===== src/rtl/alu_mult_pkg.sv =====
// Shared definitions for the ALU sequential multiplier: FSM states, default width
// and the result-mux selection code the control unit uses to pick the product.
package alu_mult_pkg;

  typedef enum logic [1:0] {
    IDLE = 2'd0,
    RUN  = 2'd1,
    FIN  = 2'd2
  } state_t;

  localparam int          MULT_WIDTH = 8;
  localparam logic [2:0]  ALUOP_MUL  = 3'b100;

endpackage


===== src/rtl/alu_mult_seq.sv =====
// Shift-add multiplier, one multiplier bit per clock; DONE WIDTH+1 edges after START.
// No backpressure: START is ignored while BUSY, and a new START is accepted in the DONE cycle.
module alu_mult_seq
  import alu_mult_pkg::*;
#(
  parameter int WIDTH = MULT_WIDTH
) (
  input  logic             CLK,
  input  logic             RESET,
  input  logic             START,
  input  logic [WIDTH-1:0] DATA1,
  input  logic [WIDTH-1:0] DATA2,
  output logic [WIDTH-1:0] RESULT,
  output logic             OVERFLOW,
  output logic             BUSY,
  output logic             DONE
);

  localparam int CW = (WIDTH > 1) ? $clog2(WIDTH) : 1;

  state_t               state;
  state_t               state_nxt;
  logic [2*WIDTH-1:0]   acc;
  logic [2*WIDTH-1:0]   mcand;
  logic [WIDTH-1:0]     mplier;
  logic [CW-1:0]        count;
  logic [2*WIDTH-1:0]   acc_next;
  logic                 load;
  logic                 last;

  assign acc_next = mplier[0] ? (acc + mcand) : acc;
  assign load     = (state != RUN) && START;
  assign last     = (state == RUN) && (count == '0);

  always_ff @(posedge CLK) begin
    if (RESET) begin
      state <= IDLE;
    end else begin
      state <= state_nxt;
    end
  end

  always_comb begin
    state_nxt = state;
    case (state)
      IDLE:    if (START) state_nxt = RUN;
      RUN:     if (count == '0) state_nxt = FIN;
      FIN:     state_nxt = START ? RUN : IDLE;
      default: state_nxt = IDLE;
    endcase
  end

  // Decoded from the state register only, so START never reaches BUSY combinationally.
  always_comb begin
    BUSY = 1'b0;
    DONE = 1'b0;
    case (state)
      RUN:     BUSY = 1'b1;
      FIN:     DONE = 1'b1;
      default: ;
    endcase
  end

  always_ff @(posedge CLK) begin
    if (RESET) begin
      acc      <= '0;
      mcand    <= '0;
      mplier   <= '0;
      count    <= '0;
      RESULT   <= '0;
      OVERFLOW <= 1'b0;
    end else if (load) begin
      acc    <= '0;
      mcand  <= {{WIDTH{1'b0}}, DATA1};
      mplier <= DATA2;
      count  <= CW'(WIDTH - 1);
    end else if (state == RUN) begin
      acc    <= acc_next;
      mcand  <= mcand << 1;
      mplier <= mplier >> 1;
      if (count != '0) begin
        count <= count - CW'(1);
      end
      // Result registers only move on the final iteration, keeping the result mux input stable.
      if (last) begin
        RESULT   <= acc_next[WIDTH-1:0];
        OVERFLOW <= |acc_next[2*WIDTH-1:WIDTH];
      end
    end
  end

endmodule


===== config.mk =====
export PLATFORM = sky130hd
export DESIGN_NAME = alu_mult_seq
export DESIGN_NICKNAME = d
export VERILOG_FILES = /design/src/rtl/alu_mult_pkg.sv /design/src/rtl/alu_mult_seq.sv
export SDC_FILE = /design/constraint.sdc
export NUM_CORES = 1
export LEC_CHECK = 0
export ABC_CLOCK_PERIOD_IN_PS = 3400
export CORE_ASPECT_RATIO = 1.1
export CORE_UTILIZATION = 47
export DETAILED_ROUTE_END_ITERATION = 7
export GPL_ROUTABILITY_DRIVEN = 0
export PLACE_DENSITY = 0.71
export SETUP_SLACK_MARGIN = 0.4
export SYNTH_ARGS = -nofsm -noshare
export SYNTH_HDL_FRONTEND = slang
export SYNTH_SLANG_ARGS = --single-unit

===== constraint.sdc =====
create_clock -name CLK -period 3.4 [get_ports CLK]
set_input_delay 0.68 -clock CLK [delete_from_list [all_inputs] [get_ports CLK]]
set_output_delay 0.68 -clock CLK [all_outputs]
set_load 0.02 [all_outputs]

Word-level counts from Yosys, hierarchy flattened:

Index checks and enable logic that the tools add are counted.
W data, S select, Z words.

* word-level logic and storage cells: 42
* input port bits: 19
* flip-flop bits (word level): 54
* output and inout bits: 11

* muxes and demuxes: 14
* equal/unequal tests: 5
* $add $sub $neg: 2
* reduce and logical (&&, ||, !) cells: 12
* bitwise logic cells: 1

Operator list (count)
* $mux W8: 4
* $add A16 B16 Y16: 1
* $mux W16: 1
* $mux W3: 3
* $reduce_or A8 Y1: 1
* $pmux W2 S3: 1
* $mux W2: 2
* $ne A2 B2 Y1 const B: 2
* $reduce_and A2 Y1: 2
* $reduce_bool A2 Y1: 2
* $logic_not A3 Y1: 1
* $mux W1: 3
* $reduce_and A3 Y1: 1
* $reduce_bool A3 Y1: 1
* $sub A3 B1 Y3 const B: 1
* $eq A2 B1 Y1 const B: 1
* $eq A2 B2 Y1 const B: 1
* $logic_and A1 B1 Y1: 2
* $logic_not A2 Y1: 1
* $ne A2 B1 Y1 const B: 1
* $reduce_or A2 Y1: 1
* $not A1 Y1: 1

Logic depth before layout (Yosys ltp):

* depth in word-level cells: 4
* depth in mapped cells: 10
* mapped depth without buffers: 10

Least setup slack after synthesis:

No wires, ideal clock.

* kind: flip-flop to flip-flop
* start: reg acc[0]
* end: reg OVERFLOW
* library setup time: 126 ps
* path slack: 791 ps
* buffers on the path: 0
* arrival time: 2483 ps
* period minus slack after synthesis: 2609 ps
* stages on the path, launching flop included: 11
* required time: 3274 ps
* path through: dfxtp_1 ha_1 fa_1 a21o_1 nand4_1 a211oi_2 or4_4 a31oi_4 o2111ai_1 a2111oi_2 a21oi_1

* longest elaborated chain between the ends: 3

Ends and longest elaborated chain
* start: declaration: line alu_mult_seq.sv:23 `logic [2*WIDTH-1:0] acc;`
* start signal: assignment: line alu_mult_seq.sv:78 `acc <= acc_next;`
* $add A16 B16 Y16: line alu_mult_seq.sv:31 `assign acc_next = mplier[0] ? (acc + mcand) : acc;`
* $mux W16: line alu_mult_seq.sv:31
* $reduce_or A8 Y1: line alu_mult_seq.sv:87 `OVERFLOW <= |acc_next[2*WIDTH-1:WIDTH];`
* end signal: assignment: line alu_mult_seq.sv:87
* end: declaration: line alu_mult_seq.sv:14 `output logic OVERFLOW,`

Every way passes these cells.
A chain may end at the register's enable or synchronous reset.

Worst setup path after layout:

Ends and elaborated chain as after synthesis.

==> impl_metrics.sql <==
INSERT INTO impl_metrics (metric_group, metric, value, unit) VALUES
('setup_path', 'cpMaxStageDelayCell', 'sky130_fd_sc_hd__or4_4', ''),
('synth', 'yosys.cell_count.top_type', 'sky130_fd_sc_hd__nor2_1', ''),
('setup_path', 'timing.critical_path.depth', '10', ''),
('detailed_routing', 'detail_route.wl_per_cell', '15.1', 'um'),
('floorplan', 'core_area', '0.00623', 'mm^2'),
('synth', 'total_of_warnings_raised_by_yosys', '0', ''),
('cts', 'tritoncts.num_buffers', '5', ''),
('place', 'detailed_place_hpwl', '4.88', 'mm'),
('synth', 'synth_edf_count', '0', ''),
('synth', 'synth_cell_types', '50', ''),
('setup_path', 'crit_path_max_incr_delay', '0.50', 'ns'),
('power_and_ir_drop', 'power_density', '412', 'mW/mm^2'),
('grt', 'globalRouteTotalUtil', '22.2', '%'),
('synth', 'synth.top_cell.area_share', '35.4', '%'),
('cells_and_area', 'multiInputGateArea', '0.00186', 'mm^2'),
('timing', 'hold_viol', '0', ''),
('setup_path', 'end_kind', 'flop', ''),
('grt', 'grt.overflow.total', '0', ''),
('synth', 'synth.top_cells.by_area', 'sky130_fd_sc_hd__dfxtp_1, sky130_fd_sc_hd__a211oi_1, sky130_fd_sc_hd__mux2i_1', ''),
('cells_and_area', 'drive_above_1_share', '6.72', '%'),
('synth', 'synth_ff_type', 'sky130_fd_sc_hd__dfxtp_1', ''),
('synth', 'synth_common_cells', 'sky130_fd_sc_hd__nor2_1, sky130_fd_sc_hd__dfxtp_1, sky130_fd_sc_hd__a211oi_1, sky130_fd_sc_hd__nand2_1', ''),
('detailed_routing', 'antenna_violating_nets_left', '0', ''),
('setup_path', 'path_class', 'reg2reg', ''),
('setup_path', 'path_cells', 'ha_1 > fa_1 > a21o_1 > nand4_1 > a211oi_2 > or4_4 > a31oi_4 > o2111ai_1 > a2111oi_2 > a21oi_1', ''),
('floorplan', 'design.die.area', '0.00683', 'mm^2'),
('synth', 'syn_nets', '403', ''),
('timing', 'worst_slew_margin_rel', '37.4', '%'),
('run_status', 'status', 'finished, final reports clean', ''),
('power_and_ir_drop', 'power.leakage', '1.35', 'nW'),
('flow_run', 'drv.max_cap_violation_count', '0', ''),
('timing', 'final_min_period_over_clock_period', '81.6', '%'),
('grt', 'wire_length_of_the_first_global_routing_pass', '12.0', 'mm'),
('timing', 'totalNegativeSetupSlack', '0', 'ns'),
('cts', 'htree_num_levels', '2', ''),
('floorplan', 'floorplan.initialDensity', '49.1', '%'),
('min_path', 'hold_path_class', 'reg2reg', ''),
('cts', 'cts-root-buf', 'sky130_fd_sc_hd__clkbuf_8', ''),
('synth', 'netlist_instances', '366', ''),
('timing', 'drv_slew', '0', ''),
('floorplan', 'floorplan.die.width', '78.9', 'um'),
('cts', 'worstSkewPairLatency', '0.31', 'ns'),
('timing', 'maxClockFrequency', '0.361', 'GHz'),
('cells_and_area', 'fillers', '600', ''),
('cells_and_area', 'area_growth', '14.9', '%'),
('timing', 'finalCriticalPeriod', '2.77', 'ns'),
('timing', 'setup_viol', '0', ''),
('floorplan', 'floorplan.rows', '30', ''),
('cts', 'clk_pin_slew', '0.10', 'ns'),
('place', 'count_of_input_and_output_buffers', '29', ''),
('cts', 'clockBufferDepth', '2', ''),
('timing', 'grt_setup_unrepaired', 'no', ''),
('synth', 'async_flop_share', '0', '%'),
('detailed_routing', 'vias_per_cell', '5.80', ''),
('cts', 'cts.sinks', '54', ''),
('detailed_routing', 'number_of_detailed_route_iterations_in_the_first_pass', '4', ''),
('cts', 'clock_tree_from_tritoncts', 'done', ''),
('detailed_routing', 'drtIter0Drc', '210', ''),
('detailed_routing', 'drt_wl_total', '7.05', 'mm'),
('cts', 'post_cts.resized_instances', '0', ''),
('setup_path', 'reg2reg_depth', '10', ''),
('grt', 'antenna_found_initial', '0', ''),
('synth', 'yosys.area.top_type', 'sky130_fd_sc_hd__dfxtp_1', ''),
('cells_and_area', 'final_net_count', '423', ''),
('floorplan', 'io-pin-count', '30', ''),
('synth', 'post_synth_instance_area', '0.00306', 'mm^2'),
('setup_path', 'worstPathMaxFanout', '3', ''),
('place', 'pre_cts_slack', '0.650', 'ns'),
('cts', 'cts.hold.buffers_added', '0', ''),
('timing', 'clock_skew', '0.00634', 'ns'),
('setup_path', 'required', '3.60', 'ns');
-- report_power, final --
part	leakage [nW]	internal, mW	total, mW	switching [mW]
Combinational	0.858	0.129	0.311	0.182
Clock	0.0524	0.221	0.434	0.213
Sequential	0.442	0.674	0.703	0.0290
-- area by class of cell --
class                   instances  area share, %
repair buffers                 35           9.54
multi-input cells             283           53.1
inverters                       7          0.748
clock inverters                 1          0.855
flip-flops and latches         54           30.8
clock buffers                   7           2.17
well taps                      80           2.85
-- final timing paths --
kind / slack, ns / to / startpoint
worst max register to register: 0.63 / OVERFLOW / acc[0]
worst min-delay path: 0.47 / count[0] / count[0]
worst max-delay path: 0.63 / OVERFLOW / acc[0]
worst min register to register: 0.47 / count[0] / count[0]
-- logic make-up after synthesis --
group                      Yosys count  share of synthesized area (%)
and+or+nand+nor                    127                           18.6
DFF                                 54                           35.4
AOI/OAI and AO/OA                  106                           24.7
buffers and inverters               29                           3.68
xor gates and xnor gates             9                           2.58
adders and majority gates           18                           7.61
muxes                               23                           7.53
-- metal layers --
layer / vias to the layer above / share of wire, % / GRT usage (%)
met2: 66 / 47 / 37.6
met4: 0 / 0.89 / 5.29
met5: - / 0 / 0
li1: 1372 / - / -
met1: 1266 / 47 / 29.4
met3: 6 / 4.6 / 3.58
-- cell usage in the layout (no fill, tap or decap), types with 2 or more instances in the layout --
cell type and instances:
sky130_fd_sc_hd__nand2_1 36, sky130_fd_sc_hd__ha_1 17, sky130_fd_sc_hd__a21o_1 7, sky130_fd_sc_hd__clkdlybuf4s50_1 29
sky130_fd_sc_hd__dfxtp_1 54, sky130_fd_sc_hd__a21oi_1 23, sky130_fd_sc_hd__xnor2_1 4, sky130_fd_sc_hd__a211oi_2 2
sky130_fd_sc_hd__nand3_1 3, sky130_fd_sc_hd__xor2_1 5, sky130_fd_sc_hd__or3_1 2, sky130_fd_sc_hd__mux2i_1 23
sky130_fd_sc_hd__a211oi_1 36, sky130_fd_sc_hd__a21oi_2 2, sky130_fd_sc_hd__nor3_1 9, sky130_fd_sc_hd__and3_1 2
sky130_fd_sc_hd__o21a_1 2, sky130_fd_sc_hd__inv_1 6, sky130_fd_sc_hd__or2_2 2, sky130_fd_sc_hd__o21ai_0 14
sky130_fd_sc_hd__o21bai_1 2, sky130_fd_sc_hd__clkbuf_8 5, sky130_fd_sc_hd__nor2b_1 4, sky130_fd_sc_hd__a311oi_1 3
sky130_fd_sc_hd__o311ai_0 3, sky130_fd_sc_hd__nand4_1 4, sky130_fd_sc_hd__nor2_1 56, sky130_fd_sc_hd__a31oi_1 2
sky130_fd_sc_hd__buf_4 6, sky130_fd_sc_hd__clkbuf_1 2
-- stage by stage --
step / instance area [um^2] / total power, mW / hold slack, ns / util [%] / cells
2_1_floorplan: 3060 / 0.933 / 0.437 / - / 366
3_3_place_gp: 3410 / 1.02 / 0.455 / 54.7 / 459
3_5_place_dp: 3410 / 1.03 / 0.457 / 54.7 / 459
4_1_cts: 3510 / 1.46 / 0.476 / 56.4 / 467
5_1_grt: 3510 / 1.52 / 0.487 / 56.4 / 467
6_report: 3510 / 1.45 / 0.473 / 56.4 / 467
-- sequential cells by signal (all words and copies together), names as in the netlist --
| register | count |
|---|---|
| acc | 16 |
| count | 3 |
| RESULT | 8 |
| state | 2 |
| mcand | 16 |
| mplier | 8 |
| OVERFLOW | 1 |
No activity file was read; power rests on OpenSTA's default activity.
